File: config.mk
export PLATFORM = sky130hd
export DESIGN_NAME = shift_normalizer
export DESIGN_NICKNAME = d
export VERILOG_FILES = /design/src/rtl/shift_normalizer_pkg.sv /design/src/rtl/shift_normalizer_norm_stage.sv /design/src/rtl/shift_normalizer.sv
export SDC_FILE = /design/constraint.sdc
export NUM_CORES = 1
export LEC_CHECK = 0
export ABC_AREA = 1
export CAP_MARGIN = 20
export CORE_UTILIZATION = 35
export CTS_CLUSTER_SIZE = 16
export DETAILED_ROUTE_END_ITERATION = 8
export GPL_TIMING_DRIVEN = 0
export PLACE_DENSITY = 0.6
export SLEW_MARGIN = 20
export SYNTH_ARGS = -nofsm -noshare
export SYNTH_HDL_FRONTEND = slang
export SYNTH_SLANG_ARGS = --single-unit
File: constraint.sdc
create_clock -name clk -period 3.05 [get_ports clk]
set_clock_uncertainty 0.05 [all_clocks]
set_input_delay 0.4575 -clock clk [delete_from_list [all_inputs] [get_ports clk]]
set_output_delay 0.4575 -clock clk [all_outputs]
set_load 0.03 [all_outputs]
File: src/rtl/shift_normalizer_pkg.sv
// Shared definitions for the normalizer / barrel-shifter datapath.
//   state_t        : normalizer FSM states
//   DWIDTH_DEF     : default data width, shared with the barrel shifter
//   SHIFT_NUM_DEF  : default shift-amount width (log2 of DWIDTH_DEF)
package shift_normalizer_pkg;

   typedef enum logic [1:0] {
      IDLE  = 2'd0,
      SHIFT = 2'd1,
      DONE  = 2'd2
   } state_t;

   localparam int unsigned DWIDTH_DEF    = 16;
   localparam int unsigned SHIFT_NUM_DEF = 4;

endpackage

File: src/rtl/shift_normalizer_norm_stage.sv
// One binary-search stage of the normalizer (purely combinational).
// Stage amount is s = 2**cnt. Logical mode hits when the top s bits are
// zero; arithmetic mode hits when the top s+1 bits all equal the sign bit.
// On a hit the word is shifted left by s (zero fill at the LSB).
//   work    : current working word
//   cnt     : stage index (selects s)
//   arith   : 1 = redundant-sign-bit test, 0 = leading-zero test
//   shifted : work shifted by s on a hit, otherwise work unchanged
//   amt     : the stage amount s
//   hit     : stage test passed
module shift_normalizer_norm_stage #(
   parameter int unsigned DWIDTH    = 16,
   parameter int unsigned SHIFT_NUM = 4,
   parameter int unsigned CNT_W     = 2
) (
   input  logic [DWIDTH-1:0]    work,
   input  logic [CNT_W-1:0]     cnt,
   input  logic                 arith,
   output logic [DWIDTH-1:0]    shifted,
   output logic [SHIFT_NUM-1:0] amt,
   output logic                 hit
);

   localparam logic [DWIDTH-1:0] ONES = '1;

   logic [DWIDTH-1:0] mask_s;
   logic [DWIDTH-1:0] mask_s1;

   always_comb begin
      amt     = SHIFT_NUM'(1) << cnt;
      // Masks selecting the top s and top s+1 bits of the word.
      mask_s  = ~(ONES >> amt);
      mask_s1 = ~(ONES >> (amt + SHIFT_NUM'(1)));
      if (arith) begin
         hit = (work & mask_s1) == (work[DWIDTH-1] ? mask_s1 : '0);
      end else begin
         hit = (work & mask_s) == '0;
      end
      shifted = hit ? (work << amt) : work;
   end

endmodule

File: src/rtl/shift_normalizer.sv
// Iterative normalizer: finds the left shift that normalizes a word (MSB set,
// or redundant sign bits removed) using one binary-search stage per cycle.
// Handshake is valid/ready on both sides; one request in flight at a time.
// Optional feature macro: ARITH_NORM_EN adds arith_i for sign normalization.
//   clk, rst   : rising-edge clock, synchronous active-high reset
//   in_valid   : request valid            in_ready  : accepting (IDLE only)
//   data_i     : word to normalize        arith_i   : sign mode (ARITH_NORM_EN)
//   out_valid  : result valid, held       out_ready : consumer accepts result
//   data_o     : normalized word          shamt_o   : left-shift applied
//   zero_o     : input was all-zero (or all-sign in arithmetic mode)
module shift_normalizer
   import shift_normalizer_pkg::*;
#(
   parameter int unsigned DWIDTH    = DWIDTH_DEF,
   parameter int unsigned SHIFT_NUM = SHIFT_NUM_DEF
) (
   input  logic                 clk,
   input  logic                 rst,
   input  logic                 in_valid,
   output logic                 in_ready,
   input  logic [DWIDTH-1:0]    data_i,
`ifdef ARITH_NORM_EN
   input  logic                 arith_i,
`endif
   output logic                 out_valid,
   input  logic                 out_ready,
   output logic [DWIDTH-1:0]    data_o,
   output logic [SHIFT_NUM-1:0] shamt_o,
   output logic                 zero_o
);

   localparam int unsigned CNT_W = (SHIFT_NUM > 1) ? $clog2(SHIFT_NUM) : 1;

   if (DWIDTH != (1 << SHIFT_NUM)) begin : g_bad_cfg
      $error("shift_normalizer: DWIDTH must equal 2**SHIFT_NUM");
   end

   state_t               state_q, state_d;
   logic [DWIDTH-1:0]    work_q;
   logic [SHIFT_NUM-1:0] acc_q;
   logic [CNT_W-1:0]     cnt_q;
   logic                 zero_q;
   logic                 arith_q;

   logic                 arith_in;
   logic                 in_zero;
   logic [DWIDTH-1:0]    stage_word;
   logic [SHIFT_NUM-1:0] stage_amt;
   logic                 stage_hit;

`ifdef ARITH_NORM_EN
   assign arith_in = arith_i;
`else
   assign arith_in = 1'b0;
`endif

   // All-sign input is the degenerate case in arithmetic mode.
   assign in_zero = (data_i == '0) || (arith_in && (data_i == '1));

   shift_normalizer_norm_stage #(
      .DWIDTH    (DWIDTH),
      .SHIFT_NUM (SHIFT_NUM),
      .CNT_W     (CNT_W)
   ) u_stage (
      .work    (work_q),
      .cnt     (cnt_q),
      .arith   (arith_q),
      .shifted (stage_word),
      .amt     (stage_amt),
      .hit     (stage_hit)
   );

   always_ff @(posedge clk) begin
      if (rst) begin
         state_q <= IDLE;
      end else begin
         state_q <= state_d;
      end
   end

   always_comb begin
      state_d   = state_q;
      in_ready  = (state_q == IDLE);
      out_valid = (state_q == DONE);
      case (state_q)
         IDLE:    if (in_valid)       state_d = SHIFT;
         SHIFT:   if (cnt_q == '0)    state_d = DONE;
         DONE:    if (out_ready)      state_d = IDLE;
         default:                     state_d = IDLE;
      endcase
   end

   always_ff @(posedge clk) begin
      if (rst) begin
         work_q  <= '0;
         acc_q   <= '0;
         cnt_q   <= '0;
         zero_q  <= 1'b0;
         arith_q <= 1'b0;
         data_o  <= '0;
         shamt_o <= '0;
         zero_o  <= 1'b0;
      end else begin
         case (state_q)
            IDLE: begin
               if (in_valid) begin
                  work_q  <= data_i;
                  acc_q   <= '0;
                  cnt_q   <= CNT_W'(SHIFT_NUM - 1);
                  zero_q  <= in_zero;
                  arith_q <= arith_in;
               end
            end
            SHIFT: begin
               work_q <= stage_word;
               if (stage_hit) begin
                  acc_q <= acc_q | stage_amt;
               end
               // Results are published only on the last stage, so the
               // outputs stay bit-stable outside the SHIFT->DONE transition.
               if (cnt_q == '0) begin
                  data_o  <= stage_word;
                  shamt_o <= acc_q | (stage_hit ? stage_amt : '0);
                  zero_o  <= zero_q;
               end else begin
                  cnt_q <= cnt_q - CNT_W'(1);
               end
            end
            default: ;
         endcase
      end
   end

endmodule

==> results.sh <==
export IMPL_synth_avg_cell_area_sq_um=6.711
export IMPL_max_slew_worst_pin_slew_ps=566.6
export IMPL_cts_buffer_depth=2
export IMPL_rows=33
export IMPL_cts_setup_buffers=0
export IMPL_rsz0062_at_grt="no"
export IMPL_tritoncts="yes"
export IMPL_synthesis_nets=471
export IMPL_holdWs_ps=415.1
export IMPL_cap_violations=0
export IMPL_postRouteAntennaNets=0
export IMPL_fin_setup_tns_ps=0
export IMPL_cts_resized=0
export IMPL_grt_antenna_before_repair=0
export IMPL_via_per_inst=5.317
export IMPL_reg2reg_slack_ps=800
export IMPL_synth_area_leaders="dfxtp_1 (31%), nand3_1 (16%), nand2_1 (13%), inv_1 (3.9%), nor2_1 (3.8%)"
export IMPL_synth_ff_latch_count=46
export IMPL_crit_fanout=10
export IMPL_finalSetupViolations=0
export IMPL_clkSinkCount=46
export IMPL_max_clock_freq_mhz=413.3
export IMPL_status="complete, no violations"
export IMPL_cts_root_buf="clkbuf_8"
export IMPL_place_congestion=0.9319
export IMPL_cellPowerDensity_nw_per_um2=565.0
export IMPL_grt_max_degree=15
export IMPL_synth_top_area_share=0.3083
export IMPL_core_region_area_sq_um=8217
export IMPL_crit_type="register to output pin"
export IMPL_synth_top_area_cell="dfxtp_1"
export IMPL_final_min_clock_period_ps=2419
export IMPL_ir_worst_vdd_mv=0.2940
export IMPL_wl_mm=9.650
export IMPL_holdCritPathClass="register to register"
export IMPL_vias=3185
export IMPL_track_usage=0.2333
export IMPL_cp_start_kind="register"
export IMPL_placedCellCount=592
export IMPL_cts_reportedPaths_clkPinSlew_ps=80
export IMPL_layout_drive_gt1_share=0.1235
export IMPL_p_leak_nw=1.544
export IMPL_die_width_microns=94.38
export IMPL_synth_warnings=0
export IMPL_die_area_sq_um=8907
export IMPL_antenna_cells=0
export IMPL_min_period_over_period=0.7933
export IMPL_grt_pass1_wl_mm=15.86
export IMPL_dieHeight_microns=94.38
export IMPL_firstDrtPassIters=6
export IMPL_fillers=908
export IMPL_layout_nets=520
export IMPL_initial_utilization=0.3635
export IMPL_ys_types=34
export IMPL_hpwl_mm=7.481
export IMPL_drt_iter0_markers=254
export IMPL_final_cell_count_no_fill=599
export IMPL_cts_htree_levels=2
export IMPL_ctsHoldBuffers=0
export IMPL_syn_to_final_growth_pct=21.28
export IMPL_required_ps=2540
export IMPL_wl_per_cell_microns=16.11
export IMPL_syn_inst=445
export IMPL_end_kind="output pin"
export IMPL_cts_buffers=5
export IMPL_synth_area_sq_um=2987
export IMPL_drv_slew=0
export IMPL_drc=0
export IMPL_slowest_stage="clkdlybuf4s50_1"
export IMPL_io_buffers=42
export IMPL_slew_headroom=0.6223
export IMPL_cp_arrival_ps=1910
export IMPL_clock_latency_ps=300
export IMPL_ys_seq_area_frac=0.3083
export IMPL_path_cells="buf_4 -> clkbuf_1 -> nor2_1 -> clkdlybuf4s50_1"
export IMPL_finalHoldViolCount=0
export IMPL_slowest_delay_ps=610
export IMPL_io_pins=43
export IMPL_grt_pass1_vias=3081
export IMPL_overflow=0
[critical path: cells and delay by family (launching register included)]
family | cells | cell delay (ps)
buffers and inverters | 3 | 1170
flip-flops | 1 | 320
AND/OR/NAND/NOR | 1 | 120
[synthesized netlist by cell type]
| master | instances |
|---|---|
| nor2_4 | 2 |
| nand2_2 | 3 |
| nand3_2 | 7 |
| nand4_1 | 1 |
| a21oi_2 | 7 |
| nor2_2 | 2 |
| buf_4 | 6 |
| inv_2 | 5 |
| buf_1 | 1 |
| dfxtp_1 | 46 |
| a31oi_1 | 4 |
| nor2_1 | 30 |
| o21ai_2 | 1 |
| o21bai_1 | 1 |
| or2_1 | 2 |
| o21ai_1 | 12 |
| nand2_4 | 2 |
| o211ai_1 | 14 |
| clkbuf_1 | 5 |
| nand2_1 | 104 |
| buf_6 | 6 |
| buf_2 | 7 |
| a21oi_1 | 19 |
| ha_1 | 6 |
| clkinv_4 | 1 |
| inv_4 | 2 |
| nor2_8 | 1 |
| a221oi_1 | 1 |
| buf_12 | 1 |
| nor4_1 | 4 |
| inv_6 | 1 |
| nand3_1 | 95 |
| o21ai_0 | 15 |
| inv_1 | 31 |
[placed cells by master, fill, tap and decap left out, types with 3 or more instances in the layout]
cell / count
nand3_2: 7
ha_1: 6
buf_6: 6
nand2_2: 3
a21oi_2: 7
nand3_1: 95
a31oi_1: 4
nand2_1: 104
clkdlybuf4s50_1: 42
buf_2: 7
buf_4: 6
nor2_1: 30
dfxtp_1: 46
clkbuf_8: 5
inv_1: 31
o211ai_1: 14
clkbuf_1: 5
inv_2: 5
a21oi_1: 19
o21ai_0: 15
o21ai_1: 12
nor4_1: 4
[where the power goes]
part / switching (mW) / total (mW) / internal [mW]
Combinational: 0.593 / 0.932 / 0.339
Sequential: 0.0795 / 0.748 / 0.668
Clock: 0.210 / 0.367 / 0.157
[kinds of logic (layout without fill, tap and decap cells)]
logic type,after synthesis,in the layout,synth area share
AO/OA/AOI/OAI,74,74,0.1496
flip-flops,46,46,0.3083
adder cells (fa/ha/maj),6,6,0.02514
buffers and inverters,66,115,0.1190
AND/OR/NAND/NOR,253,253,0.3980
[sequential cells by signal, indices dropped and copies added (netlist names)]
signal,count
zero_o,1
shamt_o,4
work_q,16
state_q,2
zero_q,1
cnt_q,2
data_o,16
acc_q,4
[path summary, 6_finish.rpt]
| kind | end | start | depth (start not counted) |
|---|---|---|---|
| worst max-delay path | out_valid | state_q[0] | 4 |
| worst min-delay path | acc_q[1] | acc_q[1] | 2 |
| worst max register to register | data_o[15] | cnt_q[1] | 12 |
| worst min register to register | acc_q[1] | acc_q[1] | 2 |
[per-layer routing]
layer  part of all wire  track usage  wire (microns)
met3              0.062      0.02576             601
met5                  0            0               0
met4              0.029      0.09487             282
met1               0.46       0.3292            4437
met2               0.45       0.3599            4328
[metrics by stage]
step                      power (mW)  utilization  worst slack [ps]  area (sq um)
final                          2.047       0.4408             630.6          3622
after global routing           2.183       0.4408             491.9          3622
after CTS                      2.049       0.4408             600.1          3622
after detailed placement       1.680       0.4306             850.3          3538
after global placement         1.677       0.4306             833.0          3538
after floorplan                1.388            -              1289          2987
[final cells by class]
type	instances	area, sq um	share of cell area
multi-input combinational	333	1710	0.4722
sequential	46	920.9	0.2542
timing repair buffer	42	420.4	0.1161
buffer	26	190.2	0.05250
inverter	40	165.2	0.04560
tap	105	131.4	0.03627
clock buffer	5	68.82	0.01900
clock inverter	2	15.01	0.004145
No activity file was read; power rests on OpenSTA's default activity.
